===== src/rtl/id_ex_operand_stage_pkg.sv =====
// Shared ALU function encodings and register-index width for the ID/EX boundary.
// Latency: n/a (definitions only).
// Backpressure: n/a.
package id_ex_operand_stage_pkg;

    localparam int REG_IDX_W = 5;
    localparam int ALU_OP_W  = 4;

    localparam logic [ALU_OP_W-1:0] FUNC_ZERO = 4'h0;
    localparam logic [ALU_OP_W-1:0] FUNC_ADD  = 4'h1;
    localparam logic [ALU_OP_W-1:0] FUNC_SUB  = 4'h2;
    localparam logic [ALU_OP_W-1:0] FUNC_AND  = 4'h3;
    localparam logic [ALU_OP_W-1:0] FUNC_OR   = 4'h4;
    localparam logic [ALU_OP_W-1:0] FUNC_XOR  = 4'h5;
    localparam logic [ALU_OP_W-1:0] FUNC_SLT  = 4'h6;
    localparam logic [ALU_OP_W-1:0] FUNC_SLL  = 4'h7;
    localparam logic [ALU_OP_W-1:0] FUNC_SRL  = 4'h8;
    localparam logic [ALU_OP_W-1:0] FUNC_SRA  = 4'h9;

endpackage


===== src/rtl/id_ex_operand_stage_fwd_mux.sv =====
// Operand bypass: picks EX/MEM result, else MEM/WB result, else register-file data.
// Latency: combinational, zero cycles.
// Backpressure: none; re-evaluates every cycle on live forwarding inputs.
module fwd_mux
    import id_ex_operand_stage_pkg::*;
#(
    parameter int XLEN = 32
) (
    input  logic [REG_IDX_W-1:0] rs,
    input  logic [XLEN-1:0]      rs_data,
    input  logic [REG_IDX_W-1:0] ex_mem_rd,
    input  logic                 ex_mem_reg_write,
    input  logic [XLEN-1:0]      ex_mem_result,
    input  logic [REG_IDX_W-1:0] mem_wb_rd,
    input  logic                 mem_wb_reg_write,
    input  logic [XLEN-1:0]      mem_wb_result,
    output logic [XLEN-1:0]      fwd_data
);

    logic rs_nonzero;
    logic hit_ex_mem;
    logic hit_mem_wb;

    // x0 is hardwired zero, so a producer targeting it must never bypass
    assign rs_nonzero = (rs != '0);
    assign hit_ex_mem = ex_mem_reg_write && (ex_mem_rd == rs) && rs_nonzero;
    assign hit_mem_wb = mem_wb_reg_write && (mem_wb_rd == rs) && rs_nonzero;

    // Younger producer (EX/MEM) wins over older one (MEM/WB)
    always_comb begin
        fwd_data = rs_data;
        if (hit_ex_mem) begin
            fwd_data = ex_mem_result;
        end else if (hit_mem_wb) begin
            fwd_data = mem_wb_result;
        end
    end

endmodule


===== src/rtl/id_ex_operand_stage.sv =====
// ID/EX pipeline register with operand forwarding into the ALU inputs.
// Latency: one cycle in->out; one instruction per cycle when out_ready is high.
// Backpressure: in_ready = !out_valid || out_ready; a stalled entry holds all fields.
module id_ex_operand_stage
    import id_ex_operand_stage_pkg::*;
#(
    parameter int XLEN = 32,
    parameter int OP_W = ALU_OP_W
) (
    input  logic                 clk,
    input  logic                 reset,
    input  logic                 in_valid,
    output logic                 in_ready,
    input  logic [REG_IDX_W-1:0] in_rs1,
    input  logic [REG_IDX_W-1:0] in_rs2,
    input  logic [REG_IDX_W-1:0] in_rd,
    input  logic [XLEN-1:0]      in_rs1_data,
    input  logic [XLEN-1:0]      in_rs2_data,
    input  logic [XLEN-1:0]      in_imm,
    input  logic [OP_W-1:0]      in_alu_op,
    input  logic                 in_alu_src,
    input  logic                 in_reg_write,
    input  logic                 flush,
    input  logic [REG_IDX_W-1:0] ex_mem_rd,
    input  logic                 ex_mem_reg_write,
    input  logic [XLEN-1:0]      ex_mem_result,
    input  logic [REG_IDX_W-1:0] mem_wb_rd,
    input  logic                 mem_wb_reg_write,
    input  logic [XLEN-1:0]      mem_wb_result,
    output logic                 out_valid,
    input  logic                 out_ready,
    output logic [OP_W-1:0]      alu_op,
    output logic [XLEN-1:0]      alu_in_1,
    output logic [XLEN-1:0]      alu_in_2,
    output logic [XLEN-1:0]      store_data,
    output logic [REG_IDX_W-1:0] out_rd,
    output logic                 out_reg_write
);

    logic                 valid_q;
    logic [REG_IDX_W-1:0] rs1_q;
    logic [REG_IDX_W-1:0] rs2_q;
    logic [REG_IDX_W-1:0] rd_q;
    logic [XLEN-1:0]      rs1_data_q;
    logic [XLEN-1:0]      rs2_data_q;
    logic [XLEN-1:0]      imm_q;
    logic [OP_W-1:0]      alu_op_q;
    logic                 alu_src_q;
    logic                 reg_write_q;

    logic                 load;
    logic [XLEN-1:0]      fwd_rs1;
    logic [XLEN-1:0]      fwd_rs2;

    assign in_ready = !valid_q || out_ready;
    assign load     = in_valid && in_ready && !flush;

    // Pipeline register: reset beats flush, flush beats load, otherwise drain or hold
    always_ff @(posedge clk) begin
        if (reset) begin
            valid_q     <= 1'b0;
            rs1_q       <= '0;
            rs2_q       <= '0;
            rd_q        <= '0;
            rs1_data_q  <= '0;
            rs2_data_q  <= '0;
            imm_q       <= '0;
            alu_op_q    <= OP_W'(FUNC_ZERO);
            alu_src_q   <= 1'b0;
            reg_write_q <= 1'b0;
        end else if (flush) begin
            valid_q <= 1'b0;
        end else if (load) begin
            valid_q     <= 1'b1;
            rs1_q       <= in_rs1;
            rs2_q       <= in_rs2;
            rd_q        <= in_rd;
            rs1_data_q  <= in_rs1_data;
            rs2_data_q  <= in_rs2_data;
            imm_q       <= in_imm;
            alu_op_q    <= in_alu_op;
            alu_src_q   <= in_alu_src;
            reg_write_q <= in_reg_write;
        end else if (out_ready) begin
            valid_q <= 1'b0;
        end
    end

    // Bypass on live producer state so a stalled instruction still picks up new results
    fwd_mux #(.XLEN(XLEN)) u_fwd_rs1 (
        .rs               (rs1_q),
        .rs_data          (rs1_data_q),
        .ex_mem_rd        (ex_mem_rd),
        .ex_mem_reg_write (ex_mem_reg_write),
        .ex_mem_result    (ex_mem_result),
        .mem_wb_rd        (mem_wb_rd),
        .mem_wb_reg_write (mem_wb_reg_write),
        .mem_wb_result    (mem_wb_result),
        .fwd_data         (fwd_rs1)
    );

    fwd_mux #(.XLEN(XLEN)) u_fwd_rs2 (
        .rs               (rs2_q),
        .rs_data          (rs2_data_q),
        .ex_mem_rd        (ex_mem_rd),
        .ex_mem_reg_write (ex_mem_reg_write),
        .ex_mem_result    (ex_mem_result),
        .mem_wb_rd        (mem_wb_rd),
        .mem_wb_reg_write (mem_wb_reg_write),
        .mem_wb_result    (mem_wb_result),
        .fwd_data         (fwd_rs2)
    );

    assign out_valid     = valid_q;
    assign out_rd        = rd_q;
    assign alu_in_1      = fwd_rs1;
    assign alu_in_2      = alu_src_q ? imm_q : fwd_rs2;
    assign store_data    = fwd_rs2;
    // Bubbles must look harmless downstream: no write-back, neutral opcode
    assign out_reg_write = valid_q && reg_write_q;
    assign alu_op        = valid_q ? alu_op_q : OP_W'(FUNC_ZERO);

endmodule

===== config.mk =====
export PLATFORM = sky130hd
export DESIGN_NAME = id_ex_operand_stage
export DESIGN_NICKNAME = d
export VERILOG_FILES = /design/src/rtl/id_ex_operand_stage_pkg.sv /design/src/rtl/id_ex_operand_stage_fwd_mux.sv /design/src/rtl/id_ex_operand_stage.sv
export SDC_FILE = /design/constraint.sdc
export NUM_CORES = 1
export LEC_CHECK = 0
export ABC_CLOCK_PERIOD_IN_PS = 2500
export BUFFER_PORTS_ARGS = -buffer_cell sky130_fd_sc_hd__buf_4
export CAP_MARGIN = 20
export CELL_PAD_IN_SITES_DETAIL_PLACEMENT = 0
export CELL_PAD_IN_SITES_GLOBAL_PLACEMENT = 1
export CORE_UTILIZATION = 25
export DETAILED_ROUTE_END_ITERATION = 7
export PLACE_DENSITY_LB_ADDON = 0.2
export SYNTH_ARGS = -nofsm -noshare
export SYNTH_HDL_FRONTEND = slang
export SYNTH_HIERARCHICAL = 1
export SYNTH_SLANG_ARGS = --single-unit

===== constraint.sdc =====
create_clock -name clk -period 2.5 [get_ports clk]
set_clock_uncertainty 0.05 [all_clocks]
set_input_delay 0.25 -clock clk [delete_from_list [all_inputs] [get_ports clk]]
set_output_delay 0.25 -clock clk [all_outputs]
set_load 0.005 [all_outputs]

---- Word-level counts from Yosys, hierarchy flattened ----
Index checks and enable logic that the tools add are counted.
operators by class
  multiply operators ...................... 0
  divide/modulo/power cells ............... 0
  bitwise logic cells ..................... 1
  eq/ne operators ......................... 4
  magnitude comparators ................... 0
  shift-type cells ........................ 0
  reduce and logical (&&, ||, !) cells .... 19
  $add $sub $neg .......................... 0
  muxes and demuxes ....................... 8
operators by type and width
  operator           number
  $mux 32            5
  $eq 5x5->1         4
  $logic_and 1x1->1  11
  $reduce_bool 5->1  2
  $mux 4             1
  $logic_not 1->1    2
  $mux 1             2
  $reduce_and 2->1   1
  $reduce_bool 2->1  1
  $reduce_or 2->1    1
  $logic_or 1x1->1   1
  $not 1->1          1
storage, ports and cells
  register bits after elaboration ......... 118
  word-level logic and storage cells ...... 42
  memories ................................ 0
  bits in writable memories ............... 0
  output and inout bits ................... 108
  bits in read-only memories .............. 0
  latch bits .............................. 0

---- Depth between registers and ports, before layout ----
  depth in word-level cells ............... 6
  gate-level depth with buffers ........... 7

---- Hierarchy ----
The synthesis kept the hierarchy.
by module, submodules not included
  module               cells each  area an instance (um2)  instances
  id_ex_operand_stage  554         5,672.9                 1
  fwd_mux              198         1,153.6                 2

---- Worst setup path after synthesis ----
OpenSTA, ideal clock, no wires.
  path type ............................... register to output
  start ................................... reg rs2_q[2]
  end ..................................... out alu_in_2[11]
  required time ........................... 2.200 ns
  cell stages (with the launch flop) ...... 7
  buffers on the path ..................... 1
  setup slack ............................. 0.329 ns
  arrival time ............................ 1.871 ns
  cell sequence ........................... dfxtp_1 or4_4 o211ai_4 buf_2 or3_1 a31oi_1 mux2_2
between the ends
  longest elaborated chain between the ends .. 6
ends and longest elaborated chain
  what                             RTL line                           RTL
  start, declared                  id_ex_operand_stage.sv:42          logic [REG_IDX_W-1:0] rs2_q;
  start signal, assigned           id_ex_operand_stage.sv:76          rs2_q <= in_rs2;
  $eq 5x5->1                       id_ex_operand_stage_fwd_mux.sv:27  assign hit_mem_wb = mem_wb_reg_write && (mem_wb_rd == rs) && rs_nonzero;
  $logic_and 1x1->1 (2 in series)  id_ex_operand_stage_fwd_mux.sv:27
  $mux 32                          id_ex_operand_stage_fwd_mux.sv:34  end else if (hit_mem_wb) begin
  $mux 32 (*)                      id_ex_operand_stage_fwd_mux.sv:32  if (hit_ex_mem) begin
  via store_data[11]               id_ex_operand_stage.sv:35          output logic [XLEN-1:0] store_data,
  $mux 32 (*)                      id_ex_operand_stage.sv:117         assign alu_in_2 = alu_src_q ? imm_q : fwd_rs2;
  end, declared                    id_ex_operand_stage.sv:34          output logic [XLEN-1:0] alu_in_2,
Mark *: on every way through the listed nets, which the timed path passes. The rest lies on a longest branch.

---- Final worst setup path ----
  start ................................... reg rs2_q[3]
  end ..................................... out alu_in_2[13]
between the ends
  longest elaborated chain between the ends .. 6
ends and longest elaborated chain
  what                             RTL line
  $eq 5x5->1                       id_ex_operand_stage_fwd_mux.sv:27
  $logic_and 1x1->1 (2 in series)  id_ex_operand_stage_fwd_mux.sv:27
  $mux 32                          id_ex_operand_stage_fwd_mux.sv:34
  $mux 32 (*)                      id_ex_operand_stage_fwd_mux.sv:32
  $mux 32 (*)                      id_ex_operand_stage.sv:117
Mark *: on every way between the ends. The rest lies on a longest branch, timed or not.

==> reports/results.ini <==
[sta]
rsz0062_at_grt=yes
fmax_ghz=0.3447
finalSetupTns_ns=-23.50
fin_crit_ns=2.901
hold_viol=0
setup_ws_ns=-0.4008
slew_violations=0
setup_viol=96
worstMarginPinSlew_ns=0.6518
slew_headroom=0.5655
holdWs_ns=0.02875
min_period_over_period=1.160

[grt]
grt_max_degree=96
grt_overflow=0
grt_pass1_vias=7900
antenna_found_initial=3
track_usage=0.2090
grt_pass1_wl_um=50840

[cts]
tritoncts=yes
insertion_delay_ns=0.42
cts.sinks=118
cts-root-buf=clkbuf_16
path_clk_slew_ns=0.06
numCtsBuffers=17
h-tree-depth=4
clockBufferDepth=2

[placed_design]
dpl-instance-area_um2=10760
dp_hpwl_um=22350
gp_congestion=0.8492
io_buffers=305

[die]
die_w_um=180.7
start_util=0.2535
die_y_um=180.7
die-area_um2=32640
coreArea_um2=31470
ios=306
rows=65

[finish]
final_nets=1475
fillers=3116
finish.instance_area_um2=13250
area_growth_pct=66.02
drive_above_1_share=0.4647
fin_util=0.4210

[synthesis]
yosysSeqAreaShare=0.2960
netlist_area_um2=7980
syn_area_per_cell_um2=8.400
synthArstFlopShare=0
yosys_warnings=6
synth_ff_type=dfxtp_1
synth-edff-count=0
synth_fp_nets=1148
yosys_register_bits=118
syn_inst=950
synth_cell_type_count=27

[worst_hold_path]
hp-class=in2reg

[power]
p_leak_nw=5.560
power_mw=6.411
ir_drop_v=0.0004512
powerDensity_nw_per_um2=483.9

[routing]
drc=0
routedWlPerCell_um=20.55
wirelength_um=34800
vias=7834
drt_iter0_markers=407
drt_pre_antenna_iters=5
viasPerCell=4.627
drtAntennaViolNets=0

[status]
violations=setup timing
outcome=complete, but fails checks

[worst_setup_path]
worstSetupEndpoint=alu_in_2[13]
cp_max_fo=9
crit_start=rs2_q[3]
cp_data_arrival_time_ns=2.60
r2r_slack_ns=0.69
r2r_start=out_valid
rr_worst_depth=4
worstSetupPathType=reg2out
r2r_end=rs2_data_q[7]
crit_path_start_kind=flop
crit_required_ns=2.20
worstSetupEndpointType=primary output

[run]
cap_violations=0

sequential cells by signal, indices dropped and copies added (netlist names):
name         count
reg_write_q      1
out_rd           5
alu_src_q        1
rs1_q            5
rs1_data_q      32
out_valid        1
imm_q           32
rs2_data_q      32
rs2_q            5
alu_op_q         4
placed cells by master (no fill, tap or decap), types with 13 or more instances in the layout:
| cell | count |
|---|---|
| buf_4 | 331 |
| nand2b_1 | 234 |
| mux2i_1 | 117 |
| dfxtp_1 | 113 |
| inv_1 | 65 |
| or3_1 | 43 |
| a31oi_1 | 34 |
| o21ai_1 | 32 |
| nor3_4 | 26 |
| mux2_2 | 24 |
| buf_6 | 23 |
| nor3_2 | 23 |
| clkbuf_16 | 20 |
| buf_12 | 20 |
| o21ai_2 | 19 |
| a31oi_2 | 17 |
| nor3_1 | 16 |
| xnor2_1 | 15 |
| or3_4 | 14 |
| a31oi_4 | 13 |
cells in the mapped netlist, types with 20 or more instances:
cell      count  area (um2)
a31oi_1      64       400.4
clkbuf_1     38       142.6
dfxtp_1     118        2362
inv_1        65       244.0
mux2_2       32       360.4
mux2i_1     117        1171
nand2b_1    234        1464
nor3_1       65       325.3
o21ai_0      26       130.1
o21ai_1      38       190.2
or3_1        56       350.3
xnor2_1      20       175.2
per-layer routing:
layer	global-route usage	part of all wire	vias up
met4	0.07248	0.023	4
li1	-	-	3906
met5	0	0.00072	-
met3	0.04951	0.054	42
met1	0.2789	0.46	3649
met2	0.3273	0.46	233
how the worst min path moves through the flow:
stage	cells past startpoint	startpoint	slack [ns]	endpoint
2_1_floorplan	1	flush	0.28	out_valid
3_3_place_gp	2	flush	0.40	out_valid
3_5_place_dp	2	flush	0.41	out_valid
4_1_cts	3	in_alu_src	0.01	alu_src_q
5_1_grt	3	in_alu_op[3]	0.03	alu_op_q[3]
6_report	3	in_rs1[4]	0.03	rs1_q[4]
power breakdown:
group          internal [mW]  switching, mW
clock                   1.77          0.989
sequential              1.98         0.0665
combinational          0.881          0.726
total                   4.63           1.78
worst max-delay path, cell delays in order (launching register included):
cell	delay [ns]
dfxtp_4	0.36
or4_4	0.55
o211ai_4	0.22
buf_12	0.21
clkbuf_16	0.16
o21ai_0	0.08
a31oi_1	0.27
mux2_2	0.20
buf_4	0.10
what timing repair did:
| item | in CTS | in global routing |
|---|---|---|
| resized for setup | 139 | 110 |
| buffers inserted | 28 | 7 |
| hold buffers | 1 | 0 |
| pin swaps | 39 | 18 |
| gates cloned | 16 | 3 |
| endpoints found under the setup margin | 96 | 96 |
| hold endpoints to repair | 1 | 0 |
cell families after synthesis:
family	after synthesis	share of synthesized area
flops	118	0.2960
compound gates	132	0.1010
simple gates	379	0.2924
mux	149	0.1919
buf+inv	152	0.09674
xor+xnor	20	0.02195
per-stage QoR:
stage	setup WS (ns)	instances
final	-0.4008	1693
after global routing	-0.4537	1692
after CTS	-0.4069	1686
after detailed placement	-0.1335	1611
after global placement	-0.1498	1611
after floorplan	0.3294	950
area by class of cell:
cell class / instances / area, um2 / area share
Inverter: 65 / 244.0 / 0.01842
Multi-Input combinational cell: 680 / 5828 / 0.4399
Antenna cell: 2 / 5.005 / 0.0003777
Tap cell: 402 / 503.0 / 0.03796
Timing Repair Buffer: 395 / 3657 / 0.2760
Sequential cell: 118 / 2379 / 0.1795
Clock buffer: 23 / 488.0 / 0.03683
Clock inverter: 8 / 145.1 / 0.01095
Note: power is estimated with default switching activity, not from simulation.
